File: config.mk
export PLATFORM = sky130hd
export DESIGN_NAME = inst_i_enc
export DESIGN_NICKNAME = d
export VERILOG_FILES = /design/src/rtl/inst_i_enc.sv
export SDC_FILE = /design/constraint.sdc
export NUM_CORES = 1
export LEC_CHECK = 0
export BUFFER_PORTS_ARGS = -buffer_cell sky130_fd_sc_hd__buf_4
export CAP_MARGIN = 20
export CORE_MARGIN = 2
export CORE_UTILIZATION = 51
export CTS_CLUSTER_SIZE = 16
export DETAILED_ROUTE_END_ITERATION = 16
export PLACE_DENSITY = 0.82
export SETUP_SLACK_MARGIN = 0.1
export SYNTH_ARGS = -nofsm -noshare
export SYNTH_HDL_FRONTEND = slang
export SYNTH_SLANG_ARGS = --single-unit
File: constraint.sdc
create_clock -name clk -period 2.35 [get_ports clk]
set_input_delay 0.235 -clock clk [delete_from_list [all_inputs] [get_ports clk]]
set_output_delay 0.235 -clock clk [all_outputs]
set_load 0.02 [all_outputs]
File: src/rtl/inst_i_enc.sv
// inst_i_enc: I-type instruction encoder with output FIFO; define INST_I_ENC_CHECK_EN for funct3/imm legality checks
module inst_i_enc #(
    parameter int DEPTH = 4,
    parameter int ERRW  = 8
) (
    input  logic                     clk,
    input  logic                     rst,
    input  logic                     in_valid,
    output logic                     in_ready,
    input  logic [6:0]               opcode,
    input  logic [2:0]               funct3,
    input  logic [4:0]               rs1,
    input  logic [4:0]               rd,
    input  logic [11:0]              imm_I,
    output logic                     out_valid,
    input  logic                     out_ready,
    output logic [31:0]              instruction_word,
    output logic [$clog2(DEPTH):0]   count,
    output logic                     err,
    output logic [ERRW-1:0]          err_cnt
);
    localparam int AW = $clog2(DEPTH);
    localparam logic [AW:0] FULL = (AW+1)'(DEPTH);
    localparam logic [6:0] LOAD = 7'b0000011, OP_IMM = 7'b0010011, JALR = 7'b1100111;
    logic [31:0]   mem [DEPTH];
    logic [AW-1:0] wp, rp;
    logic          legal, acc, push, pop;
`ifdef INST_I_ENC_CHECK_EN
    always_comb
        legal = (opcode == LOAD)   ? !(funct3 == 3'b011 || funct3 == 3'b110 || funct3 == 3'b111) :
                (opcode == JALR)   ? funct3 == 3'b000 :
                (opcode == OP_IMM) ? ((funct3 == 3'b001) ? imm_I[11:5] == 7'b0000000 :
                                      (funct3 == 3'b101) ? (imm_I[11:5] == 7'b0000000 || imm_I[11:5] == 7'b0100000) :
                                      1'b1) :
                1'b0;
`else
    always_comb legal = opcode == LOAD || opcode == OP_IMM || opcode == JALR;
`endif
    assign in_ready         = count != FULL;
    assign out_valid        = count != '0;
    assign acc              = in_valid && in_ready;
    assign push             = acc && legal;
    assign pop              = out_valid && out_ready;
    assign instruction_word = out_valid ? mem[rp] : '0;
    always_ff @(posedge clk)
        if (push) mem[wp] <= {imm_I, rs1, funct3, rd, opcode};
    always_ff @(posedge clk) begin
        if (rst) begin
            wp      <= '0;
            rp      <= '0;
            count   <= '0;
            err     <= 1'b0;
            err_cnt <= '0;
        end else begin
            if (push) wp <= wp + AW'(1);
            if (pop) rp <= rp + AW'(1);
            count <= count + (AW+1)'(push) - (AW+1)'(pop);
            err   <= acc && !legal;
            if (acc && !legal && err_cnt != '1) err_cnt <= err_cnt + ERRW'(1);
        end
    end
endmodule

== After elaboration in Yosys (flattened, before gate mapping) ==
Memories as Yosys holds them, arrays and structs flattened. A register that Yosys moved wholly into a read port is not among the register bits.
Index checks and enable logic that the tools add are counted.
Widths: inputs -> output; s select.

* Flip-flop bits (word level): 16
* RAM bits: 128
* Input port bits: 36
* Output and inout bits: 46
* Word-level logic and storage cells: 30
* Memories kept: 1

{| class="wikitable"
|+ Memory list
! name !! words !! width !! read ports !! clocked after memory_dff !! write ports !! line !! text
|-
| mem || 4 || 32 || 1 || 1 || 1 || 25 || <nowiki>logic [31:0] mem [DEPTH];</nowiki>
|}

* Add/subtract/negate cells: 5
* Equality and inequality tests: 5
* Mux-type cells: 5
* Reduce and logical (&&, ||, !) cells: 9

{| class="wikitable"
|+ Operators by type and width
! cell !! count
|-
| $mux 32 || 1
|-
| $add 8x1->8 const B || 1
|-
| $ne 8x8->1 const B || 1
|-
| $eq 7x2->1 const B || 1
|-
| $eq 7x5->1 const B || 1
|-
| $eq 7x7->1 const B || 1
|-
| $logic_and 1x1->1 || 5
|-
| $add 2x1->2 const B || 2
|-
| $mux 2 || 2
|-
| $add 3x1->3 || 1
|-
| $ne 3x3->1 const B || 1
|-
| $reduce_bool 3->1 || 1
|-
| $sub 3x1->3 || 1
|-
| $logic_or 1x1->1 || 2
|-
| $mux 1 || 2
|-
| $logic_not 1->1 || 1
|}

== Depth between registers and ports, before layout ==
* Depth in word-level cells: 6
* Mapped depth: 13
* Gate-level depth less buffers: 13

== Least setup slack after synthesis ==
Ideal clock, no wire load.

* Kind: register -> register
* Start point: reg count[1]
* End point: reg count[2]
* Setup time: 0.128 ns
* Arrival: 2.271 ns
* Data required time: 2.222 ns
* Slack: -0.049 ns
* Cell stages (with the launch flop): 12
* Buffers on the path: 1
* Clock period less this slack: 2.399 ns
* Cell sequence: dfxtp_1 or3_1 clkbuf_1 and2_1 ha_1 inv_1 ha_1 inv_1 fa_1 xor2_1 xnor2_1 nor2_1

* Elaborated cells on any way between the ends: 7
* Classes of those cells: add/sub (2); eq/ne (1); reduce/logical (4)

{| class="wikitable"
|+ RTL lines
! element !! line !! text
|-
| start, declared || 18 || <nowiki>output logic [$clog2(DEPTH):0] count,</nowiki>
|-
| start signal, assigned || 57 || <nowiki>count <= count + (AW+1)'(push) - (AW+1)'(pop);</nowiki>
|-
| $reduce_bool 3->1 || 40 || <nowiki>assign out_valid = count != '0;</nowiki>
|-
| $logic_and 1x1->1 || 43 || <nowiki>assign pop = out_valid && out_ready;</nowiki>
|-
| via pop || 27 || <nowiki>logic legal, acc, push, pop;</nowiki>
|-
| $sub 3x1->3 || 57 ||
|}

The timed path passes the listed nets, and every way through them passes these cells.
A chain may end at the register's enable or synchronous reset.

== Final worst setup path ==
* Start point: reg count[2]
* End point: reg count[2]

The elaborated chain is that of the path after synthesis.

==> results.py <==
metrics = {
    "status": {
        "status": "finished clean",
    },
    "global_route": {
        "grt_overflow": 0,
        "grt_pass1_wl_um": 16100,
        "grt_pass1_vias": 3158,
        "grt_use_total": 0.185,
        "antenna_found_initial": 0,
        "grt_start_max_net_pins": 35,
    },
    "synthesis": {
        "synth_top_family_by_area": "multiplexers",
        "synth_edf_count": 128,
        "yosysSeqAreaShare": 0.728,
        "yosys-top-cells-area": "edfxtp_1, mux4_2, dfxtp_1, and2_1, ha_1",
        "synth_ff_type": "edfxtp_1",
        "synth_cell_types": 43,
        "synth_nets": 347,
        "synth_mux_area_frac": 0.131,
        "synth_xor_area_frac": 0.00759,
        "syn_area_sq_mm": 0.00577,
        "synthCells": 303,
        "yosys.area_share.simple": 0.0804,
        "synth_async_sr_flop_share": 0,
        "synthTopCellsByCount": "edfxtp_1, and2_1, mux4_2, dfxtp_1, nor2_1",
        "ys_ff_latch": 146,
        "synth_compound_area_frac": 0.0173,
        "synthAdderAreaFrac": 0.0186,
        "synth.most_common_cell": "edfxtp_1",
        "synth_top_cell_by_area": "edfxtp_1",
        "syn_avg_cell_area_sq_um": 19.1,
        "yosysTopAreaCellShare": 0.666,
        "ys_warn_count": 0,
    },
    "clock_tree": {
        "clk_latency_ps": 410,
        "cts_sinks": 146,
        "clk_pin_slew_ps": 60,
        "htree_levels": 4,
        "cts_tree": "yes",
        "clockRootBuffer": "clkbuf_16",
        "cts_made_buffers": 17,
        "clock_path_buffers": 2,
    },
    "setup_path": {
        "crit_path_start_kind": "flop",
        "critical-path-top-delay-family": "adder cells",
        "worstPathArrival_ps": 2450,
        "critPathRequiredTime_ps": 2650,
        "cp-end-kind": "flop",
        "r2r-start": "count[2]$_SDFF_PP0_",
        "timing_worst_setup_path_type": "flop to flop",
        "crit_start": "count[2]$_SDFF_PP0_",
        "path_cells": "or3_4, and2_4, ha_4, inv_2, ha_4, inv_2, fa_2, xor2_2, xnor2_1, nor2_1",
        "critPathMaxStageDelay_ps": 390,
        "path_buf_inv": 2,
        "slowest_stage": "or3_4",
        "cp_max_fo": 4,
    },
    "final_layout": {
        "drive_above_1_share": 0.452,
        "syn2layout_area_growth_pct": 28.2,
        "antenna_cells": 0,
        "design_area_sq_mm": 0.00740,
        "utilization": 0.677,
        "nets": 452,
    },
    "floorplanning": {
        "dieArea_sq_mm": 0.0122,
        "die_x_um": 110,
        "die_y_um": 110,
        "core_area_sq_mm": 0.0109,
        "num_rows": 38,
        "start_util": 0.528,
        "pin_count": 82,
    },
    "timing": {
        "rsz0062_at_grt": "no",
        "worst_pin_slew_ps": 535,
        "final_hold_viol_count": 0,
        "setup_viol": 0,
        "post-route-min-period_ps": 2150,
        "timing.final.ws_setup_ps": 198,
        "skew_ps": 7.94,
        "fin_crit_sh": 0.916,
        "slew_viol_final": 0,
        "max-slew-margin-rel": 0.642,
        "max_freq_mhz": 465,
    },
    "placement": {
        "pre_cts_ws_ps": -22.2,
        "gp_congestion": 0.694,
        "post-dp-hpwl_um": 6460,
        "io_buffer_count": 81,
        "dpl_cell_area_sq_mm": 0.00677,
    },
    "pwr": {
        "power_density_mw_per_mm2": 1060,
        "swShare": 0.283,
        "p_int_mw": 5.64,
        "p_leak_nw": 2.56,
        "pwr-share-clk": 0.339,
        "combPwrFrac": 0.286,
        "switchingPower_mw": 2.23,
        "seq_power_share": 0.376,
        "ir_worst_vdd_mv": 0.564,
    },
    "detailed_routing": {
        "wirelength_um": 10400,
        "drtAntennaViolNets": 0,
        "drt_iter0_drc": 162,
        "via_per_inst": 5.47,
        "dr.pass1.iters": 4,
        "wl_per_cell_um": 18.7,
        "vias": 3062,
        "drc_errors": 0,
    },
    "min_path": {
        "hp-class": "input pin to flop",
        "min_from": "imm_I[9]",
    },
    "run": {
        "cap_violations": 0,
    },
}
[routing by layer]
metal  share of wire  wire, um  global-route usage  vias to the layer above
met2            0.51      5290               0.307                       87
met1            0.43      4520               0.236                     1562
met3           0.051       528              0.0582                       10
met5               0         0                   0                        -
met4           0.011       110              0.0509                        0
li1                -         -                   -                     1403
[worst reg2reg max path, cell delays in order, from the launching register on]
cell and delay [ps]:
dfxtp_4 350, or3_4 390, and2_4 160, ha_4 230, inv_2 60, ha_4 120
inv_2 30, fa_2 340, xor2_2 150, xnor2_1 150, nor2_1 60
[area by class of cell]
type                       instances  area [sq um]
multi-input combinational        135          1520
clock inverter                    13           163
tap                              140           175
clock buffer                      18           429
inverter                           7          26.3
timing repair buffer             101           873
fill                             732          3530
sequential                       146          4210
[layout by cell type (no fill, tap or decap), types with 2 or more instances in the layout]
master,synthesis,layout
nand3_1,2,2
dfxtp_1,18,14
and2_1,33,32
a21oi_1,6,6
xnor2_1,3,3
clkinv_2,0,2
buf_12,0,9
inv_2,2,4
o31ai_1,3,3
mux4_2,32,32
nor2b_1,3,3
clkbuf_16,0,17
ha_4,0,2
clkinvlp_4,0,6
dfxtp_2,0,2
buf_4,0,91
nand2_1,3,3
and2_2,4,4
nor2_1,10,10
edfxtp_1,128,128
inv_1,5,3
o21ai_0,2,2
or3_4,1,2
or4_1,2,2
dfxtp_4,0,2
nand4_1,2,2
ha_1,7,5
bufinv_16,0,3
[power groups by stage]
stage / registers [mW] / clock network [mW] / logic, mW
2_1_floorplan: 3.01 / 0 / 1.38
4_1_cts: 2.95 / 2.72 / 2.26
5_1_grt: 2.96 / 2.84 / 2.45
3_5_place_dp: 3.01 / 0 / 2.25
3_3_place_gp: 3.00 / 0 / 2.22
6_report: 2.96 / 2.67 / 2.25
[path summary, 6_finish.rpt]
path | to | slack (ps) | cells after the start
worst max-delay path | count[2]$_SDFF_PP0_ | 200 | 10
worst min-delay path | mem[1][29]$_DFFE_PP_ | 20 | 1
worst max register to register | count[2]$_SDFF_PP0_ | 200 | 10
worst min register to register | flop | 540 | 2
[sequential cells by signal (all words and copies together), names as in the netlist, named ones only]
name	cells
count	3
err	1
err_cnt	8
mem	128
rp	2
wp	2
[kinds of logic after synthesis]
family          Yosys count
simple gates             73
flops                   146
compound gates           14
mux                      35
buf+inv                  22
xor+xnor                  5
fa+ha+maj                 8
[per-stage QoR]
step           hold slack (ps)  setup TNS, ps  std cells  total power [mW]
6_report                  23.9              0        560              7.87
3_5_place_dp               439          -22.2        527              5.25
5_1_grt                  0.407              0        560              8.25
4_1_cts                   1.42              0        558              7.93
2_1_floorplan              334              0        303              4.39
3_3_place_gp               434              0        527              5.22
[what timing repair did]
| action | 4_1_cts | 5_1_grt |
|---|---|---|
| hold endpoints to repair | 0 | 4 |
| setup endpoints to repair | 0 | 1 |
| gates resized for setup | 0 | 4 |
| hold buffers | 0 | 1 |
| buffers inserted | 0 | 1 |
Note: power is estimated with default switching activity, not from simulation.
